===== src/rtl/parity_link_pkg.sv =====
// Shared definitions for the parity-checked serial link (transmit and receive ends).
// Holds the frame FSM states, line levels and the parity reduction both ends agree on.
package parity_link_pkg;

  typedef enum logic [2:0] {
    IDLE   = 3'd0,
    START  = 3'd1,
    DATA   = 3'd2,
    PARITY = 3'd3,
    STOP   = 3'd4
  } tx_state_e;

  localparam logic LINE_IDLE = 1'b1;
  localparam logic START_BIT = 1'b0;
  localparam logic STOP_BIT  = 1'b1;

  // Words up to this width are supported; callers zero-extend, which leaves the XOR unchanged.
  localparam int PARITY_MAX_W = 64;

  function automatic logic parity_of(input logic [PARITY_MAX_W-1:0] data, input logic odd);
    return odd ? ~^data : ^data;
  endfunction

endpackage


===== src/rtl/parity_serial_tx_if.sv =====
// Upstream word handshake into the parity serial transmitter.
// A word transfers on a rising edge where tx_valid && tx_ready; tx_data must be stable while tx_valid is high.
interface parity_serial_tx_if #(
  parameter int DATA_W = 8
);
  logic [DATA_W-1:0] tx_data;
  logic              tx_valid;
  logic              tx_ready;

  modport master (output tx_data, output tx_valid, input tx_ready);
  modport slave  (input tx_data, input tx_valid, output tx_ready);
endinterface


===== src/rtl/parity_serial_tx_bit_timer.sv =====
// Baud counter for one bit period: counts 0..CLKS_PER_BIT-1 while enabled and
// flags the last cycle of each bit with a single-cycle bit_end tick.
module bit_timer #(
  parameter int  CLKS_PER_BIT = 16,
  localparam int CW           = $clog2(CLKS_PER_BIT)
) (
  input  logic clk,
  input  logic rst,
  input  logic i_en,
  input  logic i_clear,
  output logic o_bit_end
);

  logic [CW-1:0] r_count;
  logic          w_last;

  assign w_last    = (r_count == CW'(CLKS_PER_BIT - 1));
  assign o_bit_end = i_en && w_last;

  always_ff @(posedge clk) begin
    if (rst || i_clear) begin
      r_count <= '0;
    end else if (i_en) begin
      r_count <= w_last ? '0 : r_count + CW'(1);
    end
  end

endmodule


===== src/rtl/parity_serial_tx.sv =====
// Frames parallel words onto a serial line: start bit, data LSB first, parity, stop bit(s).
// The FSM state is exported on o_state for observation.
module parity_serial_tx
  import parity_link_pkg::*;
#(
  parameter int  DATA_W       = 8,
  parameter int  CLKS_PER_BIT = 16,
  parameter int  PARITY_ODD   = 0,
  parameter int  STOP_BITS    = 1,
  localparam int BW           = $clog2(DATA_W + 1)
) (
  input  logic                  clk,
  input  logic                  rst,
  parity_serial_tx_if.slave     s_tx,
  output logic                  o_tx_serial,
  output logic                  o_tx_busy,
  output logic                  o_tx_done,
  output tx_state_e             o_state
);

  tx_state_e         r_state;
  logic [DATA_W-1:0] r_shift;
  logic              r_parity;
  logic [BW-1:0]     r_bit_cnt;
  logic              r_serial;
  logic              r_done;

  logic w_accept;
  logic w_bit_end;
  logic w_parity;

  assign s_tx.tx_ready = (r_state == IDLE);
  assign w_accept      = s_tx.tx_valid && s_tx.tx_ready;
  assign w_parity      = parity_of(PARITY_MAX_W'(s_tx.tx_data), PARITY_ODD != 0);

  assign o_tx_serial = r_serial;
  assign o_tx_busy   = (r_state != IDLE);
  assign o_tx_done   = r_done;
  assign o_state     = r_state;

  // Clearing on accept aligns the first bit period with the edge that drives the start bit.
  bit_timer #(
    .CLKS_PER_BIT (CLKS_PER_BIT)
  ) u_bit_timer (
    .clk       (clk),
    .rst       (rst),
    .i_en      (o_tx_busy),
    .i_clear   (w_accept),
    .o_bit_end (w_bit_end)
  );

  always_ff @(posedge clk) begin
    if (rst) begin
      r_state   <= IDLE;
      r_shift   <= '0;
      r_parity  <= 1'b0;
      r_bit_cnt <= '0;
      r_serial  <= LINE_IDLE;
      r_done    <= 1'b0;
    end else begin
      r_done <= 1'b0;
      case (r_state)
        IDLE: begin
          r_serial  <= LINE_IDLE;
          r_bit_cnt <= '0;
          if (w_accept) begin
            r_shift  <= s_tx.tx_data;
            r_parity <= w_parity;
            r_serial <= START_BIT;
            r_state  <= START;
          end
        end
        START: begin
          if (w_bit_end) begin
            r_serial  <= r_shift[0];
            r_shift   <= r_shift >> 1;
            r_bit_cnt <= '0;
            r_state   <= DATA;
          end
        end
        DATA: begin
          if (w_bit_end) begin
            if (r_bit_cnt == BW'(DATA_W - 1)) begin
              r_serial <= r_parity;
              r_state  <= PARITY;
            end else begin
              r_serial  <= r_shift[0];
              r_shift   <= r_shift >> 1;
              r_bit_cnt <= r_bit_cnt + BW'(1);
            end
          end
        end
        PARITY: begin
          if (w_bit_end) begin
            r_serial  <= STOP_BIT;
            r_bit_cnt <= '0;
            r_state   <= STOP;
          end
        end
        STOP: begin
          if (w_bit_end) begin
            if (r_bit_cnt == BW'(STOP_BITS - 1)) begin
              r_serial  <= LINE_IDLE;
              r_done    <= 1'b1;
              r_bit_cnt <= '0;
              r_state   <= IDLE;
            end else begin
              r_bit_cnt <= r_bit_cnt + BW'(1);
            end
          end
        end
        default: begin
          r_state   <= IDLE;
          r_serial  <= LINE_IDLE;
          r_bit_cnt <= '0;
        end
      endcase
    end
  end

endmodule


===== src/flat_wrapper.sv =====
// flat-port wrapper written by rule: the top's interface ports become plain ports
module parity_serial_tx_flat import parity_link_pkg::*;
#(
  parameter int  DATA_W       = 8,
  parameter int  CLKS_PER_BIT = 16,
  parameter int  PARITY_ODD   = 0,
  parameter int  STOP_BITS    = 1,
  localparam int BW           = $clog2(DATA_W + 1)
)
  (clk, rst, o_tx_serial, o_tx_busy, o_tx_done, o_state, s_tx_tx_data, s_tx_tx_valid, s_tx_tx_ready);
  parity_serial_tx_if #(.DATA_W(DATA_W)) s_tx_i ();
  input  logic clk;
  input  logic rst;
  output logic o_tx_serial;
  output logic o_tx_busy;
  output logic o_tx_done;
  output tx_state_e o_state;
  input wire logic [$bits(s_tx_i.tx_data)-1:0] s_tx_tx_data;
  input wire logic [$bits(s_tx_i.tx_valid)-1:0] s_tx_tx_valid;
  output wire logic [$bits(s_tx_i.tx_ready)-1:0] s_tx_tx_ready;
  assign s_tx_i.tx_data = s_tx_tx_data;
  assign s_tx_i.tx_valid = s_tx_tx_valid;
  assign s_tx_tx_ready = s_tx_i.tx_ready;
  parity_serial_tx #(.DATA_W(DATA_W), .CLKS_PER_BIT(CLKS_PER_BIT), .PARITY_ODD(PARITY_ODD), .STOP_BITS(STOP_BITS)) u_core (.clk(clk), .rst(rst), .s_tx(s_tx_i), .o_tx_serial(o_tx_serial), .o_tx_busy(o_tx_busy), .o_tx_done(o_tx_done), .o_state(o_state));
endmodule

===== config.mk =====
export PLATFORM = sky130hd
export DESIGN_NAME = parity_serial_tx_flat
export DESIGN_NICKNAME = d
export VERILOG_FILES = /design/src/rtl/parity_link_pkg.sv /design/src/rtl/parity_serial_tx_if.sv /design/src/rtl/parity_serial_tx_bit_timer.sv /design/src/rtl/parity_serial_tx.sv /design/src/flat_wrapper.sv
export SDC_FILE = /design/constraint.sdc
export NUM_CORES = 1
export LEC_CHECK = 0
export BUFFER_PORTS_ARGS = -buffer_cell sky130_fd_sc_hd__buf_2
export CAP_MARGIN = 10
export CORE_MARGIN = 4
export CORE_UTILIZATION = 50
export DETAILED_ROUTE_END_ITERATION = 8
export PLACE_DENSITY = 0.81
export SLEW_MARGIN = 10
export SYNTH_ARGS = -nofsm -noshare
export SYNTH_HDL_FRONTEND = slang
export SYNTH_SLANG_ARGS = --single-unit

===== constraint.sdc =====
create_clock -name clk -period 2.7 [get_ports clk]
set_input_delay 0.54 -clock clk [delete_from_list [all_inputs] [get_ports clk]]
set_output_delay 0.54 -clock clk [all_outputs]
set_load 0.02 [all_outputs]

After elaboration in Yosys (flattened, before gate mapping)
Index checks and enable logic that the tools add are counted.
{ "word_totals": {"ff_bits": 22, "latchBits": 0, "mem_bits_rw": 0, "rom_bits": 0, "inputBits": 11, "output_inout_bits": 7, "wordCells": 70, "n_memories": 0} }
{ "classes": {"add_sub_neg": 2, "mul": 0, "n_div": 0, "magnitude_cmp": 0, "eq_ne": 15, "shift": 0, "n_mux": 29, "n_bitwise": 2, "n_reduce_logical": 15} }
{ "op_table": {"columns": ["operator", "n"], "rows": [
  ["64-bit XOR reduction", 1],
  ["8-bit 2-to-1 mux", 4],
  ["4-bit 2-to-1 mux", 6],
  ["8-bit one-hot mux with 3 select lines", 1],
  ["3-bit 2-to-1 mux", 7],
  ["3-bit one-hot mux with 5 select lines", 1],
  ["2-bit != test (second input constant)", 6],
  ["4-bit one-hot mux with 3 select lines", 1],
  ["5-bit AND reduction", 2],
  ["4-bit by 1-bit adder with 4-bit output (second input constant)", 2],
  ["1-bit 2-to-1 mux", 8],
  ["7-bit AND reduction", 1],
  ["3-bit by 2-bit equality test with 1-bit output (second input constant)", 2],
  ["2-bit by 1-bit != test with 1-bit output (second input constant)", 3],
  ["3-bit nonzero test", 2],
  ["1-bit one-hot mux with 5 select lines", 1],
  ["4-bit by 3-bit equality test with 1-bit output (second input constant)", 1],
  ["4-bit equality test (second input constant)", 1],
  ["4-bit logical NOT", 1],
  ["4-bit AND reduction", 1],
  ["3-bit by 1-bit equality test with 1-bit output (second input constant)", 1],
  ["3-bit equality test (second input constant)", 1],
  ["3-bit logical NOT", 1],
  ["3-bit OR reduction", 1],
  ["5 further kinds", 7]
]} }

Logic depth before layout (Yosys ltp)
{ "logic_depth": {"ltp_word": 4, "mapped_depth": 6, "depth_no_buf": 6} }

By module
From an unflattened synthesis, not the netlist that was laid out.
{ "hier_totals": {"cells_unflattened": 147, "area_unflattened_um2": 1268.7} }
{ "by_module_without_submodules": {"columns": ["mod", "instances", "cells_each", "area_each_um2", "seq_area_each_um2"], "rows": [
  ["parity_serial_tx", 1, 130, 1094.8, 360.3],
  ["bit_timer", 1, 17, 173.9, 80.1]
]} }

Worst setup path before layout
Ideal clock, no wire load.
{ "synth_path": {"kind": "reg-to-reg", "start": "reg u_core.r_state[1] (netlist: u_core.o_state[1])", "end": "reg u_core.r_bit_cnt[3]", "setup_ns": 0.066, "arrival_ns": 1.783, "required_time_ns": 2.634, "path_slack_ns": 0.851, "stages_incl_launch_ff": 6, "path_buffers": 0, "period_less_slack_ns": 1.849, "cell_sequence": "dfxtp_1 > nor3_4 > inv_4 > and3_4 > or4_4 > a21oi_2"} }
{ "synth_via": {"elab_chain_cells": 4, "elab_cells_between_ends": 13, "classes_between": "eq/ne: 8; mux: 1; reduce/logical: 4"} }
{ "synth_rtl": {"columns": ["element", "line", "text"], "rows": [
  ["from (decl)", "parity_serial_tx.sv:21", "tx_state_e r_state;"],
  ["from (signal assigned)", "parity_serial_tx.sv:54", "r_state <= IDLE;"],
  ["from (signal assigned)", "parity_serial_tx.sv:70", "r_state <= START;"],
  ["from (signal assigned)", "parity_serial_tx.sv:78", "r_state <= DATA;"],
  ["3-bit nonzero test (*)", "parity_serial_tx.sv:37", "assign o_tx_busy = (r_state != IDLE);"],
  ["net o_tx_busy", "flat_wrapper.sv:15", "output logic o_tx_busy;"],
  ["1-bit logical AND (*)", "parity_serial_tx_bit_timer.sv:18", "assign o_bit_end = i_en && w_last;"],
  ["2-bit by 1-bit != test with 1-bit output (no line) / 2-bit != test (equally long branches)", null, null],
  ["4-bit AND reduction (no line) (*)", null, null],
  ["to (signal assigned)", "parity_serial_tx.sv:89", "r_bit_cnt <= r_bit_cnt + BW'(1);"],
  ["to (signal assigned)", "parity_serial_tx.sv:108", "r_bit_cnt <= r_bit_cnt + BW'(1);"],
  ["to (decl)", "parity_serial_tx.sv:24", "logic [BW-1:0] r_bit_cnt;"]
]} }
Mark *: on every way through the listed nets, which the timed path passes. The rest lies on a longest branch.
A chain may end at the register's enable or synchronous reset.

Worst setup path after layout
{ "layout_path": {"start": "reg u_core.r_state[1] (netlist: u_core.o_state[1])", "end": "out o_tx_busy"} }
{ "layout_via": {"elab_chain_cells": 1} }
{ "layout_rtl": {"columns": ["element", "line"], "rows": [
  ["3-bit nonzero test", "parity_serial_tx.sv:37"],
  ["to (decl)", "flat_wrapper.sv:15"]
]} }
Every way passes these cells.

==> impl_metrics.csv <==
group,metric,value,unit
synthesis,yosysUniqueCellTypes,44,
sta,tightestPinTransition,597,ps
sta,finalClockSkew,2.59,ps
global_routing,grt_pass1_wl,4910,um
final_layout,layout_commonest_cell,"dfxtp_1",
global_routing,first_global_vias,1160,
outcome,status,"complete, no violations",
global_routing,grt_overflow,0,
cts,cts_buffer_depth,2,
worst_setup_path,cpPeakStageDelay,510,ps
detailed_routing,ant_nets,0,
floorplanning,pin_count,18,
detailed_routing,first_pass_iters,4,
final_layout,area_growth,11.6,%
worst_setup_path,critPathBufInv,2,
synthesis,ys.flop_type,"dfxtp_1",
detailed_routing,first_iter_violations,41,
pwr,netSwitchingFraction,26.1,%
synthesis,synth.avg_cell_area,8.88,sq um
placement,gp_congestion,0.817,
cts,cts_max_level,1,
final_layout,postLayoutCoreUtil,61.1,%
synthesis,yosysSeqAreaShare,34.7,%
job,drv_cap,0,
detailed_routing,drc,0,
floorplanning,rows,17,
synthesis,yosys_warnings,0,
final_layout,multi_input_area,783,sq um
placement,dpl_cell_area,1370,sq um
final_layout,diodes,0,
placement,placedCellCount,182,
synthesis,syn_inst,143,
worst_setup_path,path_delay_family,"flip-flops",
final_layout,drive_gt1_share,19.6,%
global_routing,grt_max_degree,22,
pwr,power,0.755,mW
cts,clock-root-buffer,"clkbuf_4",
pwr,comb_power_share,18.2,%
worst_setup_path,required,2160,ps
worst_setup_path,crit_path_start_kind,"flop",
cts,cts_setup_buffers,0,
final_layout,nNetsFinal,173,
pwr,power.density,532,nW/um^2
worst_setup_path,path_max_fanout,17,
synthesis,synth.net_count,157,
detailed_routing,route.vias.total,1185,
floorplanning,initial_utilization,54.8,%
synthesis,synth_top_area_cell,"dfxtp_1",
cts,hold_buffers,0,
cts,cts.sinks,22,
placement,dpl.hpwl,1960,um
detailed_routing,detail_route.wl_per_cell,14.9,um
sta,setup_slack,643,ps
final_layout,fin_area,1420,sq um
pwr,p_int,0.558,mW
global_routing,grtUsageTotal,18.1,%
synthesis,synth_top_area_share,34.7,%
floorplanning,dieHeight,58.4,um
sta,setup_violations,0,
floorplanning,die_area,3410,sq um
sta,rsz0062_at_grt,"no",
final_layout,fillCellCount,185,
detailed_routing,routed_wl,2770,um
synthesis,yosys-top-cells-area,"dfxtp_1 35%, a21oi_1 6.7%, mux2i_1 5.5%",
hold_path,hold_class,"in -> reg",
synthesis,synth-seq-cells,22,
worst_setup_path,critical_path_class,"reg -> out",
sta,hold_viol_final,0,
synthesis,async_flop_share,0,%
cts,worstSkewPairLatency,310,ps
cts,numCtsBuffers,3,
global_routing,antenna_found_initial,0,
placement,dp_slack,766,ps
worst_setup_path,arrival,1520,ps
worst_setup_path,crit_slowest_cell,"dfxtp_1",
pwr,ir_drop,0.382,mV
pwr,seqPwrFrac,47.9,%
sta,timing.hold.ws,503,ps
sta,clock.fmax,486,MHz
placement,port_buffers,17,
cts,ctsResizeCount,0,
cts,cts_tree,"yes",
cts,path_clk_slew,130,ps
worst_setup_path,crit_chain,"nor3_4 -> inv_4 -> buf_2",
synthesis,synth_edf_count,0,
worst_setup_path,worstSetupEndpointType,"output pin",
final_layout,final_cell_mix,"22 x dfxtp_1, 17 x a21oi_1, 17 x buf_2",
sta,period_share,76.2,%
pwr,power.net_switching,0.197,mW
sta,final_max_slew_viol_count,0,
floorplanning,coreArea,2320,sq um
sta,setup_tns,0,ps
sta,slew_headroom,60.1,%
pwr,p_clk_share,33.9,%
sta,fin_crit,2060,ps
floorplanning,fp.dieW,58.4,um
detailed_routing,via_per_inst,6.37,
final_layout,seqCellArea,440,sq um
synthesis,synth_area,1270,sq um
pwr,leakage,0.524,nW
final_layout,layoutNonFillerInstCount,186,
[cell usage after synthesis (all sizes together) (2+ instances only)]
master / count
nand2b: 4
or3: 4
clkbuf: 3
nor2: 6
and3: 4
or3b: 3
nand2: 2
ha: 3
inv: 5
xnor2: 7
a211oi: 9
dfxtp: 22
o21ai: 7
mux2i: 7
a21oi: 19
nand3: 6
nor2b: 2
a221oi: 2
buf: 3
nor3: 3
o31ai: 3
o32ai: 2
nand3b: 3
[logic make-up (layout without fill, tap and decap cells)]
kind of cell	after synthesis	in the layout	synth area share (%)
AO/OA/AOI/OAI	48	48	25.2
AND/OR/NAND/NOR	44	44	22.5
flip-flops	22	22	34.7
buffers and inverters	11	26	3.64
XOR/XNOR	8	8	5.52
multiplexers	7	7	5.52
adder cells (fa/ha/maj)	3	3	2.96
[registers in the layout (all words and copies together), names as in the netlist]
register                    flops
u_core.r_bit_cnt                4
u_core.o_tx_serial              1
u_core.o_state                  3
u_core.u_bit_timer.r_count      4
u_core.o_tx_done                1
u_core.r_parity                 1
u_core.r_shift                  8
[worst register-to-register path, stage by stage, from the launching register on]
cell and delay, ps:
dfxtp_1 400, ha_1 280, nand4b_1 160, a21oi_1 480, and2_1 380, a211oi_1 130
[final timing paths]
path,end,slack (ps),start,depth (start not counted)
worst max-delay path,o_tx_busy,640,u_core.o_state[1],3
worst min-delay path,u_core.r_shift[7],500,s_tx_tx_data[7],3
worst max register to register,u_core.r_shift[5],750,u_core.u_bit_timer.r_count[0],5
worst min register to register,u_core.r_shift[7],520,u_core.r_shift[7],2
[layout make-up]
type                       instances  area share, %
multi-input combinational        110           55.3
sequential                        22           31.1
timing repair buffer              17           6.00
tap                               28           2.47
clock inverter                     1           2.12
clock buffer                       3           1.59
inverter                           5           1.50
[metal layers]
| metal | GRT usage [%] | share of wire [%] | vias up | wire, um |
|---|---|---|---|---|
| li1 | - | - | 574 | - |
| met1 | 23.8 | 45 | 555 | 1250 |
| met2 | 28.1 | 46 | 48 | 1270 |
| met3 | 4.61 | 7.5 | 8 | 207 |
| met4 | 7.28 | 1.8 | 0 | 49 |
| met5 | 0 | 0 | - | 0 |
[power by group through the flow]
stage	clock (mW)	combinational [mW]	sequential (mW)
floorplan	0	0.104	0.366
detailed placement	0	0.137	0.368
global route	0.274	0.155	0.365
finish	0.256	0.137	0.362
CTS	0.258	0.138	0.361
global placement	0	0.132	0.367
No activity file was read; power rests on OpenSTA's default activity.
